--- src/rtl/pong_pkg.sv ---
// rtl/pong_pkg.sv - shared direction codes and paddle FSM state type
package pong_pkg;

    localparam logic [1:0] DIR_NONE  = 2'd0;
    localparam logic [1:0] DIR_LEFT  = 2'd1;
    localparam logic [1:0] DIR_RIGHT = 2'd2;

    typedef enum logic [1:0] {
        IDLE   = 2'd0,
        MOVE_L = 2'd1,
        MOVE_R = 2'd2
    } paddle_state_t;

endpackage

--- src/rtl/paddle_axis.sv ---
// rtl/paddle_axis.sv - one paddle: direction FSM, step ramp, playfield clamp, output regs
module paddle_axis
    import pong_pkg::*;
#(
    parameter int X_BITS      = 10,
    parameter int SCREEN_W    = 640,
    parameter int DEFAULT_X   = 260,
    parameter int DEFAULT_W   = 150,
    parameter int STEP_MIN    = 1,
    parameter int STEP_MAX    = 6,
    parameter int ACCEL_TICKS = 8
) (
    input  logic              clk,
    input  logic              reset,
    input  logic              move_tick,
    input  logic [1:0]        dir,
    input  logic [X_BITS-1:0] width,
    input  logic              game_end,
    output logic [X_BITS-1:0] x1,
    output logic [X_BITS-1:0] x2,
    output logic [1:0]        at_edge
);
    localparam int HC_W = (ACCEL_TICKS > 1) ? $clog2(ACCEL_TICKS) : 1;
    localparam int ST_W = $clog2(STEP_MAX + 1);
    localparam int AW   = X_BITS + 1;

    localparam logic [AW-1:0]     SCREEN    = AW'(SCREEN_W);
    localparam logic [ST_W-1:0]   STEP_LO   = ST_W'(STEP_MIN);
    localparam logic [ST_W-1:0]   STEP_HI   = ST_W'(STEP_MAX);
    localparam logic [HC_W:0]     HOLD_LAST = (HC_W + 1)'(ACCEL_TICKS - 1);
    localparam logic [X_BITS-1:0] X1_RST    = X_BITS'(DEFAULT_X);
    localparam logic [X_BITS-1:0] X2_RST    = X_BITS'(DEFAULT_X + DEFAULT_W);

    paddle_state_t     state_q, state_d, tgt;
    logic [X_BITS-1:0] pos_q, pos_d;
    logic [ST_W-1:0]   step_q, step_d, step_use;
    logic [HC_W-1:0]   hold_q, hold_d;
    logic [HC_W:0]     hold_inc;
    logic [AW-1:0]     wc, rlim, pos_ext, step_ext, pos_mv, x2_sum;
    logic              active;
    logic              unused_bits;

    // Arithmetic is one bit wider than coordinates so left/right limits never wrap.
    always_comb begin
        active   = move_tick && !game_end;
        wc       = ({1'b0, width} > SCREEN) ? SCREEN : {1'b0, width};
        rlim     = SCREEN - wc;
        pos_ext  = {1'b0, pos_q};
        x2_sum   = pos_ext + wc;
        hold_inc = {1'b0, hold_q} + 1'b1;
    end

    always_comb begin
        state_d  = state_q;
        pos_d    = pos_q;
        step_d   = step_q;
        hold_d   = hold_q;
        step_use = step_q;
        step_ext = '0;
        pos_mv   = pos_ext;
        case (dir)
            DIR_LEFT:  tgt = MOVE_L;
            DIR_RIGHT: tgt = MOVE_R;
            default:   tgt = IDLE;
        endcase

        if (active) begin
            state_d = tgt;
            if (tgt == IDLE || tgt != state_q) begin
                step_use = STEP_LO;
                step_d   = STEP_LO;
                hold_d   = '0;
            end else if (hold_inc >= HOLD_LAST) begin
                hold_d = '0;
                step_d = (step_q >= STEP_HI) ? STEP_HI : step_q + 1'b1;
            end else begin
                hold_d = hold_inc[HC_W-1:0];
            end

            step_ext = AW'(step_use);
            if (tgt == MOVE_L) begin
                pos_mv = (pos_ext >= step_ext) ? pos_ext - step_ext : '0;
            end else if (tgt == MOVE_R) begin
                pos_mv = (pos_ext + step_ext <= rlim) ? pos_ext + step_ext : rlim;
            end
            // A width change can leave the paddle past the right limit in any state.
            if (pos_mv > rlim) begin
                pos_mv = rlim;
            end
            pos_d = pos_mv[X_BITS-1:0];
        end
    end

    assign unused_bits = ^{pos_mv[X_BITS], x2_sum[X_BITS]};

    always_ff @(posedge clk or negedge reset) begin
        if (!reset) begin
            state_q <= IDLE;
            pos_q   <= X1_RST;
            step_q  <= STEP_LO;
            hold_q  <= '0;
        end else begin
            state_q <= state_d;
            pos_q   <= pos_d;
            step_q  <= step_d;
            hold_q  <= hold_d;
        end
    end

    always_ff @(posedge clk or negedge reset) begin
        if (!reset) begin
            x1      <= X1_RST;
            x2      <= X2_RST;
            at_edge <= '0;
        end else if (!game_end) begin
            x1      <= pos_q;
            x2      <= x2_sum[X_BITS-1:0];
            at_edge <= {pos_ext == rlim, pos_q == '0};
        end
    end

endmodule

--- src/rtl/paddle_array_ctrl.sv ---
// rtl/paddle_array_ctrl.sv - array of independent paddles sharing tick, freeze and reset
module paddle_array_ctrl
    import pong_pkg::*;
#(
    parameter int NUM_PADDLES = 2,
    parameter int X_BITS      = 10,
    parameter int SCREEN_W    = 640,
    parameter int DEFAULT_X   = 260,
    parameter int DEFAULT_W   = 150,
    parameter int STEP_MIN    = 1,
    parameter int STEP_MAX    = 6,
    parameter int ACCEL_TICKS = 8
) (
    input  logic                          clk,
    input  logic                          reset,
    input  logic                          move_tick,
    input  logic [2*NUM_PADDLES-1:0]      dir,
    input  logic [X_BITS*NUM_PADDLES-1:0] width,
    input  logic                          game_end,
    output logic [X_BITS*NUM_PADDLES-1:0] x1,
    output logic [X_BITS*NUM_PADDLES-1:0] x2,
    output logic [2*NUM_PADDLES-1:0]      at_edge
);

    for (genvar i = 0; i < NUM_PADDLES; i++) begin : g_paddle
        paddle_axis #(
            .X_BITS      (X_BITS),
            .SCREEN_W    (SCREEN_W),
            .DEFAULT_X   (DEFAULT_X),
            .DEFAULT_W   (DEFAULT_W),
            .STEP_MIN    (STEP_MIN),
            .STEP_MAX    (STEP_MAX),
            .ACCEL_TICKS (ACCEL_TICKS)
        ) u_axis (
            .clk       (clk),
            .reset     (reset),
            .move_tick (move_tick),
            .dir       (dir[i*2 +: 2]),
            .width     (width[i*X_BITS +: X_BITS]),
            .game_end  (game_end),
            .x1        (x1[i*X_BITS +: X_BITS]),
            .x2        (x2[i*X_BITS +: X_BITS]),
            .at_edge   (at_edge[i*2 +: 2])
        );
    end

endmodule

--- config.mk ---
export PLATFORM = sky130hd
export DESIGN_NAME = paddle_array_ctrl
export DESIGN_NICKNAME = d
export VERILOG_FILES = /design/src/rtl/pong_pkg.sv /design/src/rtl/paddle_axis.sv /design/src/rtl/paddle_array_ctrl.sv
export SDC_FILE = /design/constraint.sdc
export NUM_CORES = 1
export LEC_CHECK = 0
export CORE_MARGIN = 8
export CORE_UTILIZATION = 65
export DETAILED_ROUTE_END_ITERATION = 10
export GPL_TIMING_DRIVEN = 0
export PLACE_DENSITY = 0.95
export SYNTH_ARGS = -nofsm -noshare
export SYNTH_HDL_FRONTEND = slang
export SYNTH_HIERARCHICAL = 1
export SYNTH_SLANG_ARGS = --single-unit
export TNS_END_PERCENT = 1
--- constraint.sdc ---
create_clock -name clk -period 9.6 [get_ports clk]
set_clock_uncertainty 0.05 [all_clocks]
set_input_delay 0.96 -clock clk [delete_from_list [all_inputs] [get_ports clk]]
set_output_delay 0.96 -clock clk [all_outputs]
set_load 0.01 [all_outputs]
==> flow_metrics.env <==
export IMPL_status="finished clean"
export IMPL_coreArea_um2=12500
export IMPL_cpMostUsedCell="ha_1"
export IMPL_setup_repair_after_global_routing_missed_its_margin="no"
export IMPL_die_width_um=128
export IMPL_critPathBufInv=4
export IMPL_htree_num_levels=3
export IMPL_floorplan_io_pins=72
export IMPL_dp_worst_setup_slack_ps=1120
export IMPL_cap_viol_max_count=0
export IMPL_clock_sink_count=80
export IMPL_ys_ff_latch=80
export IMPL_power_frac_seq_pct=22.5
export IMPL_most_frequent_cell_after_synthesis="nand2_1"
export IMPL_total_leakage_power_nw=4.14
export IMPL_placement_io_buffers=67
export IMPL_initial_core_utilization_pct=65.8
export IMPL_die_height_um=128
export IMPL_grt_antenna_before_repair=0
export IMPL_via_per_inst=6.62
export IMPL_number_of_enable_type_register_cells_in_the_synthesized_netlist=0
export IMPL_setup_worst_path_end_class="flip-flop"
export IMPL_detailroute_via_count=8256
export IMPL_final_hold_violation_count=0
export IMPL_cts_buffers=9
export IMPL_syn_area_um2=8200
export IMPL_post_synth_num_cell_types=91
export IMPL_final_setup_tns_ps=0
export IMPL_ys_seq_area_share_pct=24.7
export IMPL_min_period_over_period_pct=88.2
export IMPL_final_period_minus_worst_setup_slack_ps=8470
export IMPL_vdd_ir_drop_worst_uv=156
export IMPL_synth_nets=1115
export IMPL_post_drt_wl_per_cell_um=19.8
export IMPL_cts_hold_buffers_added=0
export IMPL_total_overflow_reported_by_the_global_router=0
export IMPL_worst_ep_arrival_time_ps=8630
export IMPL_cts_tree="done"
export IMPL_fillCellCount=891
export IMPL_timing_max_slew_rel_slack_pct=15.7
export IMPL_synth_top_cells_by_count="nand2_1, ha_1, o21ai_0, dfrtp_1, inv_1"
export IMPL_antennaDiodeCount=0
export IMPL_clkTransAtPathRegs_ps=60
export IMPL_pin_count_of_the_biggest_net_entering_global_routing=73
export IMPL_power_per_cell_area_nw_per_um2=291
export IMPL_nNetsFinal=1194
export IMPL_detailedPlacementHpwl_um=18800
export IMPL_worst_slack_ps=1130
export IMPL_gr_util_all_layers_pct=29.7
export IMPL_synth_top_cell_area_share_pct=18.3
export IMPL_final_core_utilization_pct=75.8
export IMPL_synth_yosys_warnings=6
export IMPL_combPwrFrac_pct=63.7
export IMPL_worst_path_largest_cell_delay_ps=1040
export IMPL_path_delay_family="compound AO/OA/AOI/OAI gates"
export IMPL_postCtsSetupBuffers=0
export IMPL_p_sw_mw=1.27
export IMPL_netlist_instances=991
export IMPL_worstSetupPathType="primary input to flip-flop"
export IMPL_finalSetupViolations=0
export IMPL_clock_insertion_delay_worst_skew_ps=350
export IMPL_power_internal_mw=1.47
export IMPL_critical_path_peak_fanout=10
export IMPL_grt_pass1_vias=7763
export IMPL_report_final_slew_viol_count=0
export IMPL_clk_root_buffer_cell="clkbuf_16"
export IMPL_worst_pin_slew_ps=1240
export IMPL_setup_worst_path_start_class="primary input"
export IMPL_synthesis_area_per_instance_um2=8.28
export IMPL_ys_dominant_reg_cell="dfrtp_1"
export IMPL_detail_route_first_pass_iterations=6
export IMPL_floorplan_rows=41
export IMPL_global_route_wire_length_before_repair_um=39200
export IMPL_drc_errors=0
export IMPL_final_cell_area_um2=9440
export IMPL_critPathRequiredTime_ps=9760
export IMPL_gp_congestion=1.02
export IMPL_cts_root_to_sink_buffers=2
export IMPL_cp_slowest_cell="o311ai_1"
export IMPL_drt_initial_drc_count=1223
export IMPL_share_of_flip_flops_with_an_asynchronous_set_or_reset_after_synthesis_pct=100
export IMPL_timing_fmax_ghz=0.118
export IMPL_synth_top_cells_by_area="dfrtp_1, ha_1, dfstp_2"
export IMPL_post_cts_resized_instances=0
export IMPL_hold_path_class="primary input to async pin"
export IMPL_drive_above_1_share_pct=10.5
export IMPL_routed_wirelength_um=24700
export IMPL_postRouteAntennaNets=0
export IMPL_yosysTopAreaCell="dfrtp_1"
export IMPL_hold_slack_ps=393
export IMPL_placed_cell_area_um2=9110
export IMPL_area_growth_pct=15.1
export IMPL_switching_share_pct=46.3
export IMPL_share_clk_of_total_power_pct=13.8
export IMPL_die_area_um2=16500
## worst paths after layout
path,startpoint,end,slack (ps),depth (start not counted)
max in group asynchronous,reset,g_paddle[1].u_axis/pos_q[2]$_DFFE_PN1P_,8480,2
max reg2reg,g_paddle[0].u_axis/state_q[1]$_DFFE_PN0P_,g_paddle[0].u_axis/pos_q[6]$_DFFE_PN0P_,2130,24
min in group clk,g_paddle[0].u_axis/x2[4]$_DFFE_PN1N_,g_paddle[0].u_axis/x2[4]$_DFFE_PN1N_,430,2
min,reset,g_paddle[1].u_axis/at_edge[1]$_DFFE_PN0N_,390,1
min reg2reg,g_paddle[0].u_axis/x2[4]$_DFFE_PN1N_,g_paddle[0].u_axis/x2[4]$_DFFE_PN1N_,430,2
max,dir[1],g_paddle[0].u_axis/pos_q[6]$_DFFE_PN0P_,1130,27
## per-stage QoR
| stage | power [mW] | std cells |
|---|---|---|
| after detailed placement | 2.30 | 1231 |
| after global placement | 2.24 | 1230 |
| after global routing | 2.92 | 1247 |
| after floorplan | 1.76 | 991 |
| after CTS | 2.70 | 1247 |
| final | 2.75 | 1247 |
## worst reg2reg max path, delay by kind of cell (launching register included)
kind	cells	cell delay [ps]
and+or+nand+nor	6	1660
xor gates and xnor gates	2	360
muxes	1	230
AOI/OAI and AO/OA	10	3150
adders and majority gates	3	990
DFF	1	400
buffers and inverters	2	500
## cell families (layout without fill, tap and decap cells)
logic type | after synthesis | in the layout | synth area share [%]
multiplexers | 26 | 26 | 3.49
buffers and inverters | 106 | 190 | 6.05
XOR/XNOR | 58 | 58 | 6.28
adder cells (fa/ha/maj) | 96 | 96 | 15.2
flip-flops | 80 | 80 | 24.7
AND/OR/NAND/NOR | 347 | 347 | 21.5
AO/OA/AOI/OAI | 278 | 278 | 22.8
## registers in the layout (all words and copies together), names as in the netlist
name,cells
g_paddle.u_axis/pos_q,20
g_paddle.u_axis/x1,20
g_paddle.u_axis/x2,20
g_paddle.u_axis/hold_q,6
g_paddle.u_axis/step_q,6
g_paddle.u_axis/at_edge,4
g_paddle.u_axis/state_q,4
## cell usage in the layout (no fill, tap or decap), types with 6 or more instances in the layout
cell,netlist,routed
ha_1,90,90
o21ai_1,15,15
nand4_1,17,17
clkbuf_16,0,9
nor3_1,22,22
a311oi_1,6,6
nand2_1,135,135
o21a_1,9,9
mux2_2,21,21
clkdlybuf4s50_1,0,66
nand2b_1,15,15
buf_2,8,8
o211ai_1,7,7
nand3_1,14,14
and3_1,16,16
dfstp_2,20,20
fa_1,6,6
clkbuf_1,24,24
a21oi_1,46,46
a211o_1,9,9
nor2_1,53,53
o22ai_1,10,10
xnor2_1,34,34
dfrtp_1,60,60
and2_1,11,11
or3_1,8,8
buf_6,6,6
o21ai_0,70,70
a31oi_1,12,12
inv_1,57,57
xor2_1,23,23
nor4_1,8,8
a211oi_1,8,8
nor2b_1,13,13
o31ai_1,18,18
a21o_1,15,15
## final cells by class
class / count / area [um^2] / share of cell area (%)
multi-input combinational: 805 / 5680 / 60.2
sequential: 80 / 2030 / 21.5
timing repair buffer: 68 / 696 / 7.37
buffer: 49 / 283 / 2.99
clock buffer: 9 / 225 / 2.39
tap: 172 / 215 / 2.28
inverter: 57 / 214 / 2.27
clock inverter: 7 / 103 / 1.09
## per-layer routing
metal	part of all wire, %	vias to the layer above	track usage [%]
li1	-	3750	-
met1	40	3900	38.8
met3	11	85	6.04
met5	0	-	0
met4	3.4	0	13.6
met2	45	521	46.5
## power by group through the flow
stage / combinational [mW] / clock [mW] / sequential [mW]
3_3_place_gp: 1.64 / 0 / 0.608
6_report: 1.75 / 0.380 / 0.618
3_5_place_dp: 1.69 / 0 / 0.617
2_1_floorplan: 1.14 / 0 / 0.617
5_1_grt: 1.89 / 0.400 / 0.631
4_1_cts: 1.70 / 0.382 / 0.613
Note: power is estimated with default switching activity, not from simulation.
